--- src/rtl/loader_pkg.sv ---
// Program loader shared types and word geometry.
// Optional checksum stage is enabled with LOADER_CHECKSUM_EN.
package loader_pkg;

  localparam int INSTR_WIDTH_DEF = 32;
  localparam int HEADER_BYTES    = 2;
  localparam int BYTES_PER_WORD  = INSTR_WIDTH_DEF / 8;

  typedef enum logic [2:0] {
    CNT_HI,
    CNT_LO,
    LOAD,
    WRITE,
    CSUM,
    RUN,
    DONE,
    ERROR
  } state_t;

endpackage

--- src/rtl/byte_assembler.sv ---
// Big-endian byte-to-word assembler with a one-cycle word-complete pulse.
// The completed word is held until the next word completes.
module byte_assembler
  import loader_pkg::*;
#(
  parameter int W   = 32,
  parameter int BPW = BYTES_PER_WORD
) (
  input  logic         i_clk,
  input  logic         i_rst_n,
  input  logic         i_clear,
  input  logic         i_push,
  input  logic [7:0]   i_byte,
  output logic         o_last,
  output logic         o_valid,
  output logic [W-1:0] o_word
);

  localparam int CW = (BPW > 1) ? $clog2(BPW) : 1;

  logic [CW-1:0] r_cnt;
  logic [W-1:0]  r_shift;
  logic [W-1:0]  r_word;
  logic          r_valid;
  logic [W-1:0]  w_shift_nxt;

  assign w_shift_nxt = (r_shift << 8) | W'(i_byte);
  assign o_last      = (r_cnt == CW'(BPW - 1));
  assign o_valid     = r_valid;
  assign o_word      = r_word;

  always_ff @(posedge i_clk or negedge i_rst_n) begin
    if (!i_rst_n) begin
      r_cnt   <= '0;
      r_shift <= '0;
      r_word  <= '0;
      r_valid <= 1'b0;
    end else begin
      r_valid <= 1'b0;
      if (i_clear) begin
        r_cnt   <= '0;
        r_shift <= '0;
      end else if (i_push) begin
        r_shift <= w_shift_nxt;
        if (o_last) begin
          r_cnt   <= '0;
          r_word  <= w_shift_nxt;
          r_valid <= 1'b1;
        end else begin
          r_cnt <= r_cnt + CW'(1);
        end
      end
    end
  end

endmodule

--- src/rtl/program_loader.sv ---
// Streams a counted program into instruction memory, then runs the CPU
// until pc passes the last word. Checksum stage: LOADER_CHECKSUM_EN.
module program_loader
  import loader_pkg::*;
#(
  parameter int INSTR_WIDTH = 32,
  parameter int ADDR_WIDTH  = 16
) (
  input  logic                   clock,
  input  logic                   reset_n,
  input  logic [7:0]             rx_data,
  input  logic                   rx_valid,
  output logic                   rx_ready,
  output logic                   imem_we,
  output logic [ADDR_WIDTH-1:0]  imem_addr,
  output logic [INSTR_WIDTH-1:0] imem_wdata,
  input  logic [ADDR_WIDTH-1:0]  pc,
  output logic                   cpu_run,
  output logic                   done,
  output logic                   error
);

  localparam int BPW = INSTR_WIDTH / 8;

`ifdef LOADER_CHECKSUM_EN
  localparam state_t AFTER_EMPTY = CSUM;
  localparam state_t AFTER_LOAD  = CSUM;
`else
  localparam state_t AFTER_EMPTY = DONE;
  localparam state_t AFTER_LOAD  = RUN;
`endif

  state_t                r_state;
  state_t                w_next;
  logic [7:0]            r_n_hi;
  logic [ADDR_WIDTH-1:0] r_n;
  logic [ADDR_WIDTH-1:0] r_idx;
  logic [ADDR_WIDTH-1:0] r_addr;
  logic                  r_ready;
  logic                  r_run;
  logic                  r_done;
  logic                  w_fire;
  logic                  w_last;
  logic [ADDR_WIDTH-1:0] w_n;
  logic [ADDR_WIDTH-1:0] w_idx_nxt;

`ifdef LOADER_CHECKSUM_EN
  logic [7:0]            r_xor;
  logic                  r_err;
`endif

  assign w_fire     = rx_valid && r_ready;
  assign w_n        = ADDR_WIDTH'({r_n_hi, rx_data});
  assign w_idx_nxt  = r_idx + ADDR_WIDTH'(1);
  assign rx_ready   = r_ready;
  assign cpu_run    = r_run;
  assign done       = r_done;
  assign imem_addr  = r_addr;

  byte_assembler #(
    .W   (INSTR_WIDTH),
    .BPW (BPW)
  ) u_asm (
    .i_clk   (clock),
    .i_rst_n (reset_n),
    .i_clear (r_state != LOAD),
    .i_push  (r_state == LOAD && w_fire),
    .i_byte  (rx_data),
    .o_last  (w_last),
    .o_valid (imem_we),
    .o_word  (imem_wdata)
  );

  always_comb begin
    w_next = r_state;
    unique case (r_state)
      CNT_HI: if (w_fire) w_next = CNT_LO;
      CNT_LO: if (w_fire) w_next = (w_n == '0) ? AFTER_EMPTY : LOAD;
      LOAD:   if (w_fire && w_last) w_next = WRITE;
      WRITE:  w_next = (w_idx_nxt == r_n) ? AFTER_LOAD : LOAD;
`ifdef LOADER_CHECKSUM_EN
      CSUM: begin
        if (w_fire) begin
          if (rx_data != r_xor) w_next = ERROR;
          else if (r_n == '0)   w_next = DONE;
          else                  w_next = RUN;
        end
      end
`else
      CSUM:   w_next = ERROR;
`endif
      RUN:    if (pc >= r_n) w_next = DONE;
      DONE:   w_next = DONE;
      ERROR:  w_next = ERROR;
      default: w_next = CNT_HI;
    endcase
  end

  always_ff @(posedge clock or negedge reset_n) begin
    if (!reset_n) begin
      r_state <= CNT_HI;
      r_n_hi  <= '0;
      r_n     <= '0;
      r_idx   <= '0;
      r_addr  <= '0;
      r_ready <= 1'b0;
      r_run   <= 1'b0;
      r_done  <= 1'b0;
    end else begin
      r_state <= w_next;
      r_ready <= w_next inside {CNT_HI, CNT_LO, LOAD, CSUM};
      r_run   <= (w_next == RUN);
      r_done  <= (w_next == DONE);
      if (r_state == CNT_HI && w_fire) r_n_hi <= rx_data;
      if (r_state == CNT_LO && w_fire) r_n <= w_n;
      if (r_state == LOAD && w_fire && w_last) r_addr <= r_idx;
      if (r_state == WRITE) r_idx <= w_idx_nxt;
    end
  end

`ifdef LOADER_CHECKSUM_EN
  always_ff @(posedge clock or negedge reset_n) begin
    if (!reset_n) begin
      r_xor <= '0;
      r_err <= 1'b0;
    end else begin
      if (r_state == LOAD && w_fire) r_xor <= r_xor ^ rx_data;
      r_err <= (w_next == ERROR);
    end
  end

  assign error = r_err;
`else
  assign error = 1'b0;
`endif

endmodule

--- config.mk ---
export PLATFORM = sky130hd
export DESIGN_NAME = program_loader
export DESIGN_NICKNAME = d
export VERILOG_FILES = /design/src/rtl/loader_pkg.sv /design/src/rtl/byte_assembler.sv /design/src/rtl/program_loader.sv
export SDC_FILE = /design/constraint.sdc
export NUM_CORES = 1
export LEC_CHECK = 0
export CORE_MARGIN = 5
export CORE_UTILIZATION = 37
export DETAILED_ROUTE_END_ITERATION = 7
export PLACE_DENSITY_LB_ADDON = 0.1
export SYNTH_ARGS = -nofsm -noshare
export SYNTH_HDL_FRONTEND = slang
export SYNTH_HIERARCHICAL = 1
export SYNTH_SLANG_ARGS = --single-unit
--- constraint.sdc ---
create_clock -name clock -period 2.3 [get_ports clock]
set_input_delay 0.46 -clock clock [delete_from_list [all_inputs] [get_ports clock]]
set_output_delay 0.46 -clock clock [all_outputs]
set_load 0.03 [all_outputs]
==> summary.log <==
INFO  hold_path      worst_hold_path_type=in2async
INFO  worst_setup_path reg2reg_depth=10
INFO  job            maximum_capacitance_violations=0
INFO  route          drc=0
INFO  grt            grt_max_degree=53
INFO  place          place.gp.congestion=0.872
INFO  route          dr_vias=4071
INFO  timing         fin_crit_sh=0.965
INFO  logic_synthesis synth_top_flop_cell=sky130_fd_sc_hd__dfrtp_1
INFO  status         status=finished clean
INFO  route          first_iter_violations=211
INFO  logic_synthesis synth_top_area_cell=sky130_fd_sc_hd__dfrtp_1
INFO  worst_setup_path crit_path_slowest_cell=sky130_fd_sc_hd__clkdlybuf4s50_1
INFO  clock_tree     ctsLongestPathBuffers=2
INFO  grt            antenna_violations_before_repair=0
INFO  route          antenna_violation_net_count_after_detailed_routing=0
INFO  power          power.ir.vdd_worst=0.000489V
INFO  floorplanning  placement_rows=46
INFO  final_layout   synthToLayoutAreaGrowth=33.8%
INFO  floorplanning  die_width=136microns
INFO  clock_tree     clk_root_buffer_cell=sky130_fd_sc_hd__clkbuf_16
INFO  worst_setup_path crit_path_end_kind=flop
INFO  place          count_of_input_and_output_buffers=78
INFO  logic_synthesis number_of_storage_elements_in_the_synthesis_netlist=121
INFO  logic_synthesis post_synth_main_area_contributors=sky130_fd_sc_hd__dfrtp_1 (51%), sky130_fd_sc_hd__mux2_2 (7.8%), sky130_fd_sc_hd__mux2_4 (7.4%)
INFO  route          post_drt_via_cell_ratio=4.86
INFO  timing         post-route-min-period=2.22ns
INFO  final_layout   antenna_cells=0
INFO  timing         setup-violations-final=0
INFO  timing         setup_tns=0ns
INFO  floorplanning  fp.dieH=136microns
INFO  worst_setup_path worstPathMaxFanout=3
INFO  worst_setup_path critical-path-top-delay-family=compound AO/OA/AOI/OAI gates
INFO  worst_setup_path reg2reg_slack=0.11ns
INFO  clock_tree     cts-hold-fix-buffers=0
INFO  logic_synthesis synth.avg_cell_area=12.4squm
INFO  grt            grt_pass1_wl=22600microns
INFO  worst_setup_path critical_path_arrival=2.52ns
INFO  timing         final_critical_path_setup_slack=0.0801ns
INFO  worst_setup_path critPathLaunchType=input pin
INFO  worst_setup_path crit-reg2reg-launch=r_idx[0]$_DFFE_PN0P_
INFO  clock_tree     tritoncts_num_sinks=121
INFO  place          place.detailed.hpwl=10200microns
INFO  floorplanning  fp.dieArea=18600squm
INFO  worst_setup_path crit-reg2reg-capture=done$_DFF_PN0_
INFO  route          finalWirelength=13800microns
INFO  worst_setup_path worst_path_most_repeated_cell=sky130_fd_sc_hd__a211oi_2
INFO  timing         rsz_0062_raised_after_global_routing=false
INFO  clock_tree     htreeDepth=4
INFO  logic_synthesis synth_async_sr_flop_share=1.00
INFO  worst_setup_path crit_path_cell_trace=clkdlybuf4s50_1, inv_1, ha_1, nand2b_1, a211oi_2, o21ai_1, a211oi_2, o21ai_0, o21a_1, and3b_1
INFO  timing         final-max-slew-violation-count=0
INFO  logic_synthesis ys_warn_count=6
INFO  worst_setup_path path_buf_inv=2
INFO  worst_setup_path required_arrival_time_at_the_worst_endpoint=2.60ns
INFO  timing         fmaxAchievable=0.450GHz
INFO  logic_synthesis postSynthCellCount=475
INFO  floorplanning  core-area=15800squm
INFO  floorplanning  boundaryPins=80
INFO  floorplanning  initial_core_util=0.374
INFO  timing         hold_slack=0.00285ns
INFO  timing         number_of_failing_hold_endpoints_at_the_final_stage=0
INFO  logic_synthesis yosysSeqAreaShare=0.513
INFO  route          detail_route.first_pass.iterations=5
INFO  clock_tree     numCtsBuffers=17
INFO  grt            globalRouteTotalUtil=0.158
INFO  logic_synthesis synth_edf_count=0
INFO  logic_synthesis number_of_nets_produced_by_synthesis=520
INFO  worst_setup_path crit_type=in2reg
INFO  logic_synthesis yosysTopAreaCellShare=0.513
INFO  logic_synthesis synth.lib_cells_used.distinct=49
INFO  power          power=5010uW
INFO  route          routedWlPerCell=16.5microns
INFO  clock_tree     clock_pin_slew_reported_for_the_worst_setup_and_hold_paths_after_clock_tree_synthesis=0.06ns
INFO  clock_tree     insertion_delay=0.41ns
INFO  grt            first_global_vias=4223
INFO  final_layout   drive_gt1_frac=0.289
INFO  clock_tree     tritoncts=done
INFO  worst_setup_path critical_path.max_stage_delay=0.48ns
INFO  power          power_density=634nW/um^2
INFO  grt            grt.overflow.total=0
INFO  timing         clock-skew-final=0.00943ns
INFO  final_layout   finish.net_count=655
INFO  logic_synthesis synthesis.area=5900squm
INFO  place          place_ws=-0.435ns
INFO  power          p_leak=0.00366uW
==> state kept, by name (all words and copies together), names as in the netlist <==
signal         count
cpu_run            1
done               1
imem_addr         16
r_idx             16
r_n               16
r_n_hi             8
r_state            3
rx_ready           1
u_asm/o_valid      1
u_asm/o_word      32
u_asm/r_cnt        2
u_asm/r_shift     24
==> where the power goes <==
group / internal [uW] / switching, uW
clock network: 1730 / 991
registers: 2130 / 0
logic: 71.6 / 86.6
total: 3930 / 1080
==> Yosys cell counts (2+ instances only) <==
cell                         n
sky130_fd_sc_hd__nor2b_1     3
sky130_fd_sc_hd__nand3_1    14
sky130_fd_sc_hd__ha_1       18
sky130_fd_sc_hd__o21ai_2     2
sky130_fd_sc_hd__nand4_1     9
sky130_fd_sc_hd__o22ai_1     2
sky130_fd_sc_hd__nor2_1     44
sky130_fd_sc_hd__nand4_4     2
sky130_fd_sc_hd__or3_1       3
sky130_fd_sc_hd__and2_1      2
sky130_fd_sc_hd__nand2b_1    5
sky130_fd_sc_hd__a22oi_1     2
sky130_fd_sc_hd__mux2_2     41
sky130_fd_sc_hd__mux2_4     29
sky130_fd_sc_hd__xnor2_1    23
sky130_fd_sc_hd__dfrtp_1   121
sky130_fd_sc_hd__xor2_1     11
sky130_fd_sc_hd__nor4_1      7
sky130_fd_sc_hd__buf_6       7
sky130_fd_sc_hd__nand2_1    17
sky130_fd_sc_hd__clkbuf_1    5
sky130_fd_sc_hd__nor3_1      2
sky130_fd_sc_hd__a211oi_1    4
sky130_fd_sc_hd__a21oi_1     8
sky130_fd_sc_hd__mux2i_1    29
sky130_fd_sc_hd__a21o_1      2
sky130_fd_sc_hd__buf_4       9
sky130_fd_sc_hd__o311ai_0    2
sky130_fd_sc_hd__nor4_2      2
sky130_fd_sc_hd__o21ai_0    12
sky130_fd_sc_hd__inv_1      20
==> metal layers <==
metal  wire (microns)  global-route usage
met5                0                   0
met1             6570               0.218
met2             6450               0.241
met4              221              0.0577
met3              592              0.0392
==> final cells by class <==
class                           instances  area (sq um)
Tap cell                              216           270
Sequential cell                       121          3030
Inverter                               21          78.8
Timing Repair Buffer                  138          1250
Clock buffer                           18           439
Clock inverter                         13           169
Multi-Input combinational cell        311          2660
Fill cell                            1443          7870
==> logic make-up (layout without fill, tap and decap cells) <==
family / count (synthesis) / count (layout) / synth area share
adder cells (fa/ha/maj): 18 / 18 / 0.0381
AND/OR/NAND/NOR: 119 / 119 / 0.111
buffers and inverters: 43 / 190 / 0.0422
multiplexers: 99 / 99 / 0.201
other: 1 / 1 / 0.000635
flip-flops: 121 / 121 / 0.513
AO/OA/AOI/OAI: 40 / 40 / 0.0437
XOR/XNOR: 34 / 34 / 0.0504
==> cells in the final DEF, fill, tap and decap left out, types with 11 or more instances in the layout <==
cell                              instances
sky130_fd_sc_hd__mux2_4                  29
sky130_fd_sc_hd__nand3_1                 13
sky130_fd_sc_hd__clkbuf_16               17
sky130_fd_sc_hd__buf_4                   59
sky130_fd_sc_hd__o21ai_0                 11
sky130_fd_sc_hd__mux2i_1                 29
sky130_fd_sc_hd__clkdlybuf4s50_1         77
sky130_fd_sc_hd__dfrtp_1                119
sky130_fd_sc_hd__xor2_1                  11
sky130_fd_sc_hd__xnor2_1                 23
sky130_fd_sc_hd__nor2_1                  43
sky130_fd_sc_hd__inv_1                   20
sky130_fd_sc_hd__mux2_2                  41
sky130_fd_sc_hd__nand2_1                 17
sky130_fd_sc_hd__ha_1                    18
==> stage by stage <==
| step | std cells | area (sq um) | util |
|---|---|---|---|
| final | 838 | 7900 | 0.501 |
| after global routing | 838 | 7900 | 0.501 |
| after CTS | 835 | 7850 | 0.498 |
| after detailed placement | 804 | 7240 | 0.459 |
| after global placement | 804 | 7240 | 0.459 |
| after floorplan | 475 | 5900 | - |
==> how the worst max path moves through the flow <==
stage	start	end	slack [ns]	cells past startpoint
floorplan	r_idx[9]$_DFFE_PN0P_	done$_DFF_PN0_	0.25	8
global placement	pc[0]	done$_DFF_PN0_	-0.40	10
detailed placement	pc[0]	done$_DFF_PN0_	-0.44	10
CTS	pc[0]	done$_DFF_PN0_	0.01	10
global route	r_idx[0]$_DFFE_PN0P_	done$_DFF_PN0_	0.006	8
finish	pc[0]	done$_DFF_PN0_	0.08	10
==> repair_timing <==
| action | CTS | global route |
|---|---|---|
| endpoints found under the setup margin | 0 | 3 |
| setup buffers | 0 | 3 |
| resized for setup | 0 | 7 |
(Power assumes the default switching activity.)
==> variant, RTL diff (config.mk and constraints unchanged) <==
`ADDR_WIDTH`: 16 -> 14.
--- a/src/rtl/program_loader.sv
+++ b/src/rtl/program_loader.sv
@@ -6,3 +6,3 @@
   parameter int INSTR_WIDTH = 32,
-  parameter int ADDR_WIDTH  = 16
+  parameter int ADDR_WIDTH  = 14
 ) (
Ports: changed (resized imem_addr and pc); port bits go from 80 to 76. The function was not compared with the original's and may differ.
==> variant against the original RTL <==
Sequential cell count fell by 8; worst setup slack got worse by 100 ps; wire length decreased by 7.3%; the flow now finishes with violations (negative setup slack); area after synthesis is 8.9% lower; largest cell class unchanged; core utilization increased by 1.4 points; final area decreased by 6.0%; maximum frequency fell by 4.4%; critical endpoint unchanged; register-to-register slack got worse by 130 ps; highest routed layer unchanged; count of clock-buffer cells in the layout is 2 higher.
Power is not compared: it rests on default switching activity, and its combinational part moved more than twofold at a synthesized area within 25%.
==> variant: results (changes against the original RTL) <==
Initial antenna violation count - 0 (unchanged)
GP Congestion - 0.873 (was 0.872)
Setup-failing EPs final - 1 (was 0)
Clk Latency, worst-skew pair - 410 ps (about the same)
Vias in the first global route - 4020 (was 4223)
Lkg Pwr - 3.57 nW
Async SR Flop Fraction - 100% (unchanged)
Ratio of cells with drive above 1 in the final layout - 29.6% (was 28.9%)
Yosys cell types - 44 (was 49)
Clk_skew - 11.5 ps (was 9.43 ps)
Clock sink count - 113 (was 121)
First-pass DRT Iterations - 4 (was 5)
R2r startpoint - r_idx[3] (was r_idx[0])
Worst vdd ir - 0.000669 V
Clock transition at path regs - 50 ps
Worst-Margin Slew - 615 ps
Crit path max fanout - 8 (was 3)
CTS Buf Count - 17 (unchanged)
Placed instance count - 742 (was 804)
Failing checks - negative setup slack
Warnings, synthesis - 6 (unchanged)
H-Tree Depth - 4 (unchanged)
Hold Crit Class - primary input to asynchronous set/reset pin (unchanged)
Final WS setup - -22.5 ps (was 80.1 ps)
Primary FF master, synth - dfrtp_1 (unchanged)
GR Util All Layers - 16.3% (was 15.8%)
Largest cells by area after synthesis - dfrtp_1, mux2_4, mux2_2 (was dfrtp_1, mux2_2, mux2_4)
ANT cells - 0 (unchanged)
Pin count of the biggest net entering global routing - 45 (was 53)
List of most frequent post-synthesis cells - dfrtp_1, nor2_1, mux2_4, nand2_1, mux2i_1 (was dfrtp_1, nor2_1, mux2_2, mux2_4, mux2i_1)
PortBufs - 74 (was 78)
Final net count - 622 (was 655)
Net Count, Synth - 487 (was 520)
Largest register FFs - 32 (unchanged)
Pre-CTS setup slack - -774 ps (was -435 ps)
Placed Area - 6720 um^2 (was 7240 um^2)
Status - finished, violations left (was completed)
Routed WL - 12800 um (was 13800 um)
Post-synthesis sequential area ratio - 52.6% (was 51.3%)
HPWL after DPL - 9340 um (was 10200 um)
Post-DR wirelength/cell - 16.5 um (about the same)
Synth Instances - 446 (was 475)
First-pass GRT wire length - 21200 um (was 22600 um)
Routed vias - 3770 (was 4071)
Worst R2R End - done (unchanged)
DR iter-0 viols - 182 (was 211)
Clk buf depth - 2 (unchanged)
R2R cell count - 7 (was 10)
Root Driver - clkbuf_16 (unchanged)
[variant: final cells by class]
| class | instances | area, um^2 |
|---|---|---|
| clock buffers | 20 | 437 |
| repair buffers | 137 | 1260 |
| flip-flops and latches | 113 | 2830 |
| multi-input cells | 296 | 2450 |
| clock inverters | 12 | 160 |
| well taps | 184 | 230 |
| inverters | 16 | 60.1 |
| fillers | 1302 | 7000 |
[variant: how the worst max path moves through the flow]
stage,end,slack [ps],startpoint,depth (start not counted)
2_1_floorplan,done,20,r_idx[4],8
3_3_place_gp,done,-690,pc[9],9
3_5_place_dp,rx_ready,-770,pc[9],9
4_1_cts,done,-10,r_n[9],9
5_1_grt,done,-120,r_n[9],9
6_report,done,-20,r_idx[3],7
[variant: what timing repair did]
item,4_1_cts,5_1_grt
setup endpoints to repair,6,3
hold buffers,0,0
cloned,0,0
pin swaps,13,3
buffers inserted,4,0
gates resized for setup,17,3
[variant: per-layer routing]
metal	up-vias	global-route usage, %	share of wire (%)
met1	1852	21.1	45
met5	-	0	0
met4	0	7.02	2.6
met2	83	25.4	47
li1	1814	-	-
met3	21	4.72	4.6
[variant: cells by family after synthesis]
group	Yosys count	share of synthesized area, %
buf+inv	37	3.60
xor+xnor	31	5.05
fa+ha+maj	16	3.72
flops	113	52.6
compound gates	41	4.70
other cells	1	0.0697
simple gates	127	12.1
mux	80	18.2
[variant: critical path: stages (launching register included)]
cell,delay (ps)
dfrtp_2,430
nand4_4,180
or3_1,400
a2111o_1,430
a21oi_2,180
and4_4,270
or3_4,140
and3b_1,170
[variant: stage by stage]
step | TNS (ps) | total power, mW | hold WS [ps]
finish | -22.5 | 8.45 | 70.9
global route | -228 | 8.89 | 109
CTS | -14.1 | 8.56 | 85.3
detailed placement | -3210 | 5.83 | 490
global placement | -2750 | 5.80 | 490
floorplan | 0 | 4.70 | 164
[variant: where the power goes]
| part | internal [mW] | switching (mW) |
|---|---|---|
| clock | 1.71 | 0.939 |
| sequential | 2.55 | 0.393 |
| combinational | 1.45 | 1.41 |
| total | 5.71 | 2.74 |
